$ cat src/rtl/seq_detector_param_pkg.sv
// Shared helpers for the serial pattern detector: KMP failure lengths and
// the prefix-automaton transition, all evaluated at elaboration time.
package seq_det_pkg;

  localparam int unsigned MAX_PAT_W = 32;

  // Longest proper prefix of the len-bit prefix that is also its suffix.
  // The pattern is left-aligned: bit 31 is the first bit received.
  function automatic int unsigned fail_len(input logic [31:0] pattern,
                                           input int unsigned len);
    int unsigned res;
    logic        ok;
    res = 0;
    for (int unsigned k = 1; k < len; k++) begin
      ok = 1'b1;
      for (int unsigned i = 0; i < k; i++) begin
        if (pattern[5'(31 - i)] != pattern[5'(31 - (len - k) - i)]) ok = 1'b0;
      end
      if (ok) res = k;
    end
    return res;
  endfunction

  // Prefix length after accepting bit b from prefix length s (0..pat_w-1).
  // Returns pat_w on a full match; the caller chooses the restart point.
  function automatic int unsigned next_state(input logic [31:0] pattern,
                                             input int unsigned pat_w,
                                             input int unsigned s,
                                             input logic        b);
    logic [31:0] p_la;
    int unsigned k;
    int unsigned res;
    logic        done;
    p_la = pattern << (MAX_PAT_W - pat_w);
    k    = s;
    res  = 0;
    done = 1'b0;
    for (int unsigned it = 0; it <= MAX_PAT_W; it++) begin
      if (!done) begin
        if (p_la[5'(31 - k)] == b) begin
          res  = k + 1;
          done = 1'b1;
        end else if (k == 0) begin
          res  = 0;
          done = 1'b1;
        end else begin
          k = fail_len(p_la, k);
        end
      end
    end
    return res;
  endfunction

endpackage

$ cat src/rtl/seq_detector_param_sat_counter.sv
// Saturating up-counter with synchronous clear; clear then increment in one cycle.
module sat_counter #(
  parameter int unsigned W = 8
) (
  input  logic         clk,
  input  logic         reset,
  input  logic         clr,
  input  logic         inc,
  output logic [W-1:0] count
);

  localparam logic [W-1:0] MAX_CNT = '1;

  logic [W-1:0] r_count;

  always_ff @(posedge clk) begin
    if (reset) begin
      r_count <= '0;
    end else if (clr) begin
      r_count <= W'(inc);
    end else if (inc && (r_count != MAX_CNT)) begin
      r_count <= r_count + W'(1);
    end
  end

  assign count = r_count;

endmodule

$ cat src/rtl/seq_detector_param.sv
// Parametrised serial bit-pattern detector with optional overlap and a
// saturating match counter; op is a registered one-cycle match pulse.
module seq_detector_param
  import seq_det_pkg::*;
#(
  parameter int unsigned       PAT_W   = 4,
  parameter logic [PAT_W-1:0]  PATTERN = 4'b1011,
  parameter bit                OVERLAP = 1'b1,
  parameter int unsigned       CNT_W   = 8
) (
  input  logic                         clk,
  input  logic                         reset,
  input  logic                         ip,
  input  logic                         ip_valid,
  input  logic                         clr_count,
  output logic                         op,
  output logic [CNT_W-1:0]             match_count,
  output logic [$clog2(PAT_W+1)-1:0]   state_o
);

  localparam int unsigned     ST_W    = $clog2(PAT_W + 1);
  localparam int unsigned     TAB_N   = 1 << ST_W;
  localparam logic [31:0]     PAT_32  = 32'(PATTERN);
  localparam logic [31:0]     PAT_LA  = PAT_32 << (MAX_PAT_W - PAT_W);
  localparam logic [ST_W-1:0] MATCH_S = ST_W'(PAT_W);
  localparam logic [ST_W-1:0] RESTART = OVERLAP ? ST_W'(fail_len(PAT_LA, PAT_W)) : '0;

  logic [ST_W-1:0] r_state;
  logic            r_op;
  logic [ST_W-1:0] w_state_nx;
  logic [ST_W-1:0] w_adv;
  logic            w_match;
  logic [ST_W-1:0] w_tab0 [TAB_N];
  logic [ST_W-1:0] w_tab1 [TAB_N];

  // Transition table folded to constants; unreachable prefix lengths map to 0.
  for (genvar gs = 0; gs < TAB_N; gs++) begin : g_tab
    if (gs < PAT_W) begin : g_live
      assign w_tab0[gs] = ST_W'(next_state(PAT_32, PAT_W, gs, 1'b0));
      assign w_tab1[gs] = ST_W'(next_state(PAT_32, PAT_W, gs, 1'b1));
    end else begin : g_dead
      assign w_tab0[gs] = '0;
      assign w_tab1[gs] = '0;
    end
  end

  always_comb begin
    w_state_nx = r_state;
    w_match    = 1'b0;
    w_adv      = ip ? w_tab1[r_state] : w_tab0[r_state];
    if (ip_valid) begin
      if (w_adv == MATCH_S) begin
        w_match    = 1'b1;
        w_state_nx = RESTART;
      end else begin
        w_state_nx = w_adv;
      end
    end
  end

  always_ff @(posedge clk) begin
    if (reset) begin
      r_state <= '0;
      r_op    <= 1'b0;
    end else begin
      r_state <= w_state_nx;
      r_op    <= w_match;
    end
  end

  sat_counter #(
    .W (CNT_W)
  ) u_cnt (
    .clk   (clk),
    .reset (reset),
    .clr   (clr_count),
    .inc   (w_match),
    .count (match_count)
  );

  assign op      = r_op;
  assign state_o = r_state;

endmodule

$ cat config.mk
export PLATFORM = sky130hd
export DESIGN_NAME = seq_detector_param
export DESIGN_NICKNAME = d
export VERILOG_FILES = /design/src/rtl/seq_detector_param_pkg.sv /design/src/rtl/seq_detector_param_sat_counter.sv /design/src/rtl/seq_detector_param.sv
export SDC_FILE = /design/constraint.sdc
export NUM_CORES = 1
export LEC_CHECK = 0
export CORE_AREA = 4 4 41 43
export CTS_BUF_LIST = sky130_fd_sc_hd__clkbuf_8
export CTS_CLUSTER_DIAMETER = 150
export DETAILED_ROUTE_END_ITERATION = 10
export DIE_AREA = 0 0 45 47
export PLACE_DENSITY_LB_ADDON = 0.08
export REMOVE_ABC_BUFFERS = 1
export SYNTH_ARGS = -nofsm -noshare
export SYNTH_HDL_FRONTEND = slang
export SYNTH_SLANG_ARGS = --single-unit
export TNS_END_PERCENT = 5
$ cat constraint.sdc
create_clock -name clk -period 1.7 [get_ports clk]
set_clock_uncertainty 0.1 [all_clocks]
set_input_delay 0.255 -clock clk [delete_from_list [all_inputs] [get_ports clk]]
set_output_delay 0.255 -clock clk [all_outputs]
set_load 0.02 [all_outputs]
# Word level (Yosys, flattened, before mapping)
# Memories as Yosys holds them, arrays and structs flattened.
# Index checks and enable logic that the tools add are counted.
# totals
reg_bits	12
romBits	48
input_bits	5
output_inout_bits	12
elab_cells	24
memories	2
# memory_table
name	depth	word_bits	rd	rd_clocked_by_memory_dff	wr	line_no	text
(name not given)	8	3	1	0	0	seq_detector_param.sv:50	w_adv = ip ? w_tab1[r_state] : w_tab0[r_state];
(name not given)	8	3	1	0	0	seq_detector_param.sv:50	
# op_classes
n_addsub	1
order_cmp	1
eq_ne	2
muxes	10
bitwise_logic	1
reduce_logical	3
# op_table
op	count
two-way mux 3 bit	6
adder 8 x 1 -> 8 bit (second input constant)	1
inequality test 8 bit (second input constant)	1
>= comparator 4 bit (second input constant)	1
two-way mux 1 bit	4
NOT 3 -> 4 bit	1
== test 3 bit (second input constant)	1
nonzero test 2 bit	1
OR reduction 2 bit	1
logical AND 1 bit	1

# Logic depth before layout (Yosys ltp)
# logic_depth
depth_word	11
depth_mapped	5
ltp_nobuf	5

# Modules after synthesis
# From an unflattened synthesis, not the netlist that was laid out.
# hier_totals
hier_cells	62
area_unflattened_um2	571.8
# by_module_without_submodules
module	n_inst	cells_each	area_each_um2	seq_area_each_um2
sat_counter	1	46	410.4	160.2
seq_detector_param	1	16	161.4	80.1

# Worst setup path before layout
# No wires, ideal clock.
# synth_timing
kind	flip-flop to flip-flop
start	register u_cnt.r_count[0], in the netlist u_cnt.count[0]
end	register u_cnt.r_count[6], in the netlist u_cnt.count[6]
setup_time_ps	59
arrival_ps	1465
required_time_ps	1541
slack_ps	76
path_stages_with_launch	6
path_buffers	0
synth_period_minus_slack_ps	1624
cell_sequence	dfxtp_1 > ha_1 > and3_1 > nand4_1 > or4_1 > nand2_1
# synth_between
elab_chain_len	2
word_cells_on_any_way	3
classes_between	add/sub: 1; eq/ne: 1; reduce/logical: 1
# synth_rtl
item	line_no	text
start: declaration	seq_detector_param_sat_counter.sv:14	logic [W-1:0] r_count;
start signal: assignment	seq_detector_param_sat_counter.sv:20	r_count <= W'(inc);
start signal: assignment	seq_detector_param_sat_counter.sv:22	r_count <= r_count + W'(1);
branches (longest 2 deep; another with adder 8 x 1 -> 8 bit)	-	
# Parallel ways; which one is timed is not known.
# A chain may end at the register's enable or synchronous reset.

# Worst setup path in the final report
# layout_timing
start	register u_cnt.r_count[0], in the netlist u_cnt.count[0]
end	output port match_count[0]
# layout_lines
item	line_no	text
end: declaration	seq_detector_param.sv:17	output logic [CNT_W-1:0] match_count,
# No word-level cell between the ends.

==> impl_metrics.toml <==
[critical_path]
start_kind = "flip-flop"
critPathMaxStageDelay_ps = 600
r2r_setup_slack_ps = 180
cp_cell_sequence = "buf_4 > clkdlybuf4s50_1"
cp-end-kind = "output port"
critical_path_class = "reg -> out"
rr_worst_depth = 4
critPathArrivalTime_ps = 1300
cp_slowest_cell = "clkdlybuf4s50_1"
path_max_fanout = 4
rr_endpoint = "u_cnt.count[5]$_SDFFE_PP0P_"
r2r-start = "state_o[2]$_SDFFE_PP0P_"
cp_data_required_time_ps = 1340

[finish]
antenna_cells = 0
n_fill_cell = 117
fin_area_um2 = 867
syn_to_final_growth_pct = 53.3
nets = 101
drive_above_1_share_pct = 16.0

[clock_tree]
clkSinkCount = 12
clk_pin_slew_ps = 50
cts_inserted_buffers = 3
cts-root-buf = "clkbuf_8"
htree_levels = 1
cts_resized = 0
postCtsSetupRepairBufs = 0
cts_tree = "yes"
insertion_delay_ps = 240
cts_max_path_buffers = 2
cts_hold_buf = 0

[logic_synthesis]
synth_mux_area_share_pct = 1.77
ys_seq_elements = 12
synth_edf_count = 0
synth_xor_area_share_pct = 1.55
ys_types = 28
syn_avg_cell_area_um2 = 8.57
yosys.area.top_type = "dfxtp_1"
synth_compound_area_share_pct = 17.0
synthArstFlopShare_pct = 0
yosysWarnings = 0
yosys.area_share.simple_pct = 32.7
synth_area_um2 = 566
yosys.area.top_type_share_pct = 42.5
ys_top_cells_by_area = "dfxtp_1 (42%), nand2_1 (4.6%), o211ai_1 (4.0%)"
ys_seq_area_share_pct = 42.5
ys.flop_type = "dfxtp_1"
synth_top_family_by_area = "simple AND/OR/NAND/NOR gates"
synth_cells = 66
yosys.area_share.adder_pct = 2.21

[grt]
grt_pass1_vias = 595
gr-total-overflow = 0
grt_util_all_layers_pct = 16.5
grt_start_max_net_pins = 8
grt_pass1_wl_um = 2540
antenna_found_initial = 0

[detailed_routing]
routed-via-count = 576
drt-total-wl_um = 1410
vias_per_cell = 5.28
ant_nets = 0
drt-initial-drc-count = 11
detail_route.wl_per_cell_um = 12.9
drt-pass1-iter-count = 6
drc = 0

[worst_hold_path]
worstHoldPathCells = 1
hp-start = "state_o[2]$_SDFFE_PP0P_"
holdPathEnd = "state_o[2]$_SDFFE_PP0P_"
hp-class = "reg -> reg"

[timing]
slew_headroom_pct = 77.2
grt_setup_unrepaired = "no"
setup_viol = 0
worstMarginPinSlew_ps = 340
fin_crit_sh_pct = 97.6
report.final.slew_viol_count = 0
layout_min_cycle_time_ps = 1660
fmax_mhz = 603
hold_viol_final = 0

[die]
die_x_um = 45
die-area_mm2 = 0.00212
core_mm2 = 0.00130
rows = 13
chipHeight_um = 47
ios = 17
initial_core_util_pct = 43.5

[placement]
dpl_cell_area_um2 = 807
port_buffers = 16
dpl.hpwl_um = 1030
gp_congestion = 0.757

[flow_run]
drv_cap = 0

[power]
power_uw = 641
powerDensity_mw_per_mm2 = 740
leakage_nw = 0.354
peakVddDrop_mv = 0.380

[outcome]
status = "completed"
## worst max path at each step
stage | slack, ps | start | endpoint | cells after the start
finish | 40 | u_cnt.count[0]$_SDFFE_PP0P_ | match_count[0] | 2
global route | 4 | u_cnt.count[0]$_SDFFE_PP0P_ | match_count[0] | 2
CTS | 30 | u_cnt.count[0]$_SDFFE_PP0P_ | match_count[0] | 2
detailed placement | -140 | ip | u_cnt.count[5]$_SDFFE_PP0P_ | 5
global placement | -110 | ip | u_cnt.count[5]$_SDFFE_PP0P_ | 5
floorplan | 80 | u_cnt.count[0]$_SDFFE_PP0P_ | u_cnt.count[6]$_SDFFE_PP0P_ | 5
## synth_stat cells, types with 2 or more instances
library cell and instances:
nand2b_1 3, o21ai_0 4, nand2_1 7, nand4_1 3, a21oi_1 3, inv_1 2, nor2_1 5, nand3_1 4
and3_1 2, o211ai_1 3, dfxtp_1 12, nor3b_1 2
## flip-flops by register name (all words and copies together) (netlist names)
register / flops
state_o: 3
op: 1
u_cnt.count: 8
## report_power, final
group          leakage (nW)  switching, mW  internal [mW]  total (mW)
Sequential           0.0968        0.00185          0.283       0.285
Clock                0.0288          0.108          0.205       0.312
Combinational         0.228         0.0186         0.0251      0.0437
## placed cells by master (no fill, tap or decap), types with 2 or more instances in the layout
| master | count |
|---|---|
| clkdlybuf4s50_1 | 14 |
| dfxtp_1 | 12 |
| buf_4 | 9 |
| nand2_1 | 7 |
| nor2_1 | 5 |
| nand3_1 | 4 |
| o21ai_0 | 4 |
| clkbuf_8 | 4 |
| nand4_1 | 3 |
| o211ai_1 | 3 |
| nand2b_1 | 3 |
| a21oi_1 | 3 |
| nor3b_1 | 2 |
| and3_1 | 2 |
| inv_1 | 2 |
| dlymetal6s2s_1 | 2 |
## worst max-delay path, delay by kind of cell (launching register included)
family / cells / cell delay, ps
buffers and inverters: 2 / 730
DFF: 1 / 340
## stage by stage
stage | TNS [ps] | setup slack, ps | std cells | hold WS (ps) | util (%)
6_report | 0 | 40.7 | 109 | 402 | 66.6
2_1_floorplan | 0 | 76.1 | 65 | 224 | -
5_1_grt | 0 | 3.79 | 109 | 430 | 66.6
3_3_place_gp | -289 | -111 | 105 | 393 | 62.0
4_1_cts | 0 | 30.5 | 109 | 407 | 66.3
3_5_place_dp | -397 | -136 | 105 | 401 | 62.0
## cells by family after synthesis
family | after synthesis
xor gates and xnor gates | 1
muxes | 1
DFF | 12
AOI/OAI and AO/OA | 15
buffers and inverters | 3
and+or+nand+nor | 33
adders and majority gates | 1
## cell type report
type                            count  area (um^2)  share of cell area [%]
Timing Repair Buffer               25          233                    26.8
Inverter                            2         7.51                   0.866
Sequential cell                    12          240                    27.7
Multi-Input combinational cell     51          313                    36.1
Clock buffer                        4         55.1                    6.35
Tap cell                           15         18.8                    2.16
## routing by layer
metal | share of wire, % | vias up | GRT usage (%)
met5 | 0 | - | 0
met4 | 1.8 | 0 | 9.94
met3 | 6.3 | 5 | 3.83
met2 | 45 | 19 | 27.1
met1 | 47 | 252 | 19.5
li1 | - | 300 | -
Note: power is estimated with default switching activity, not from simulation.
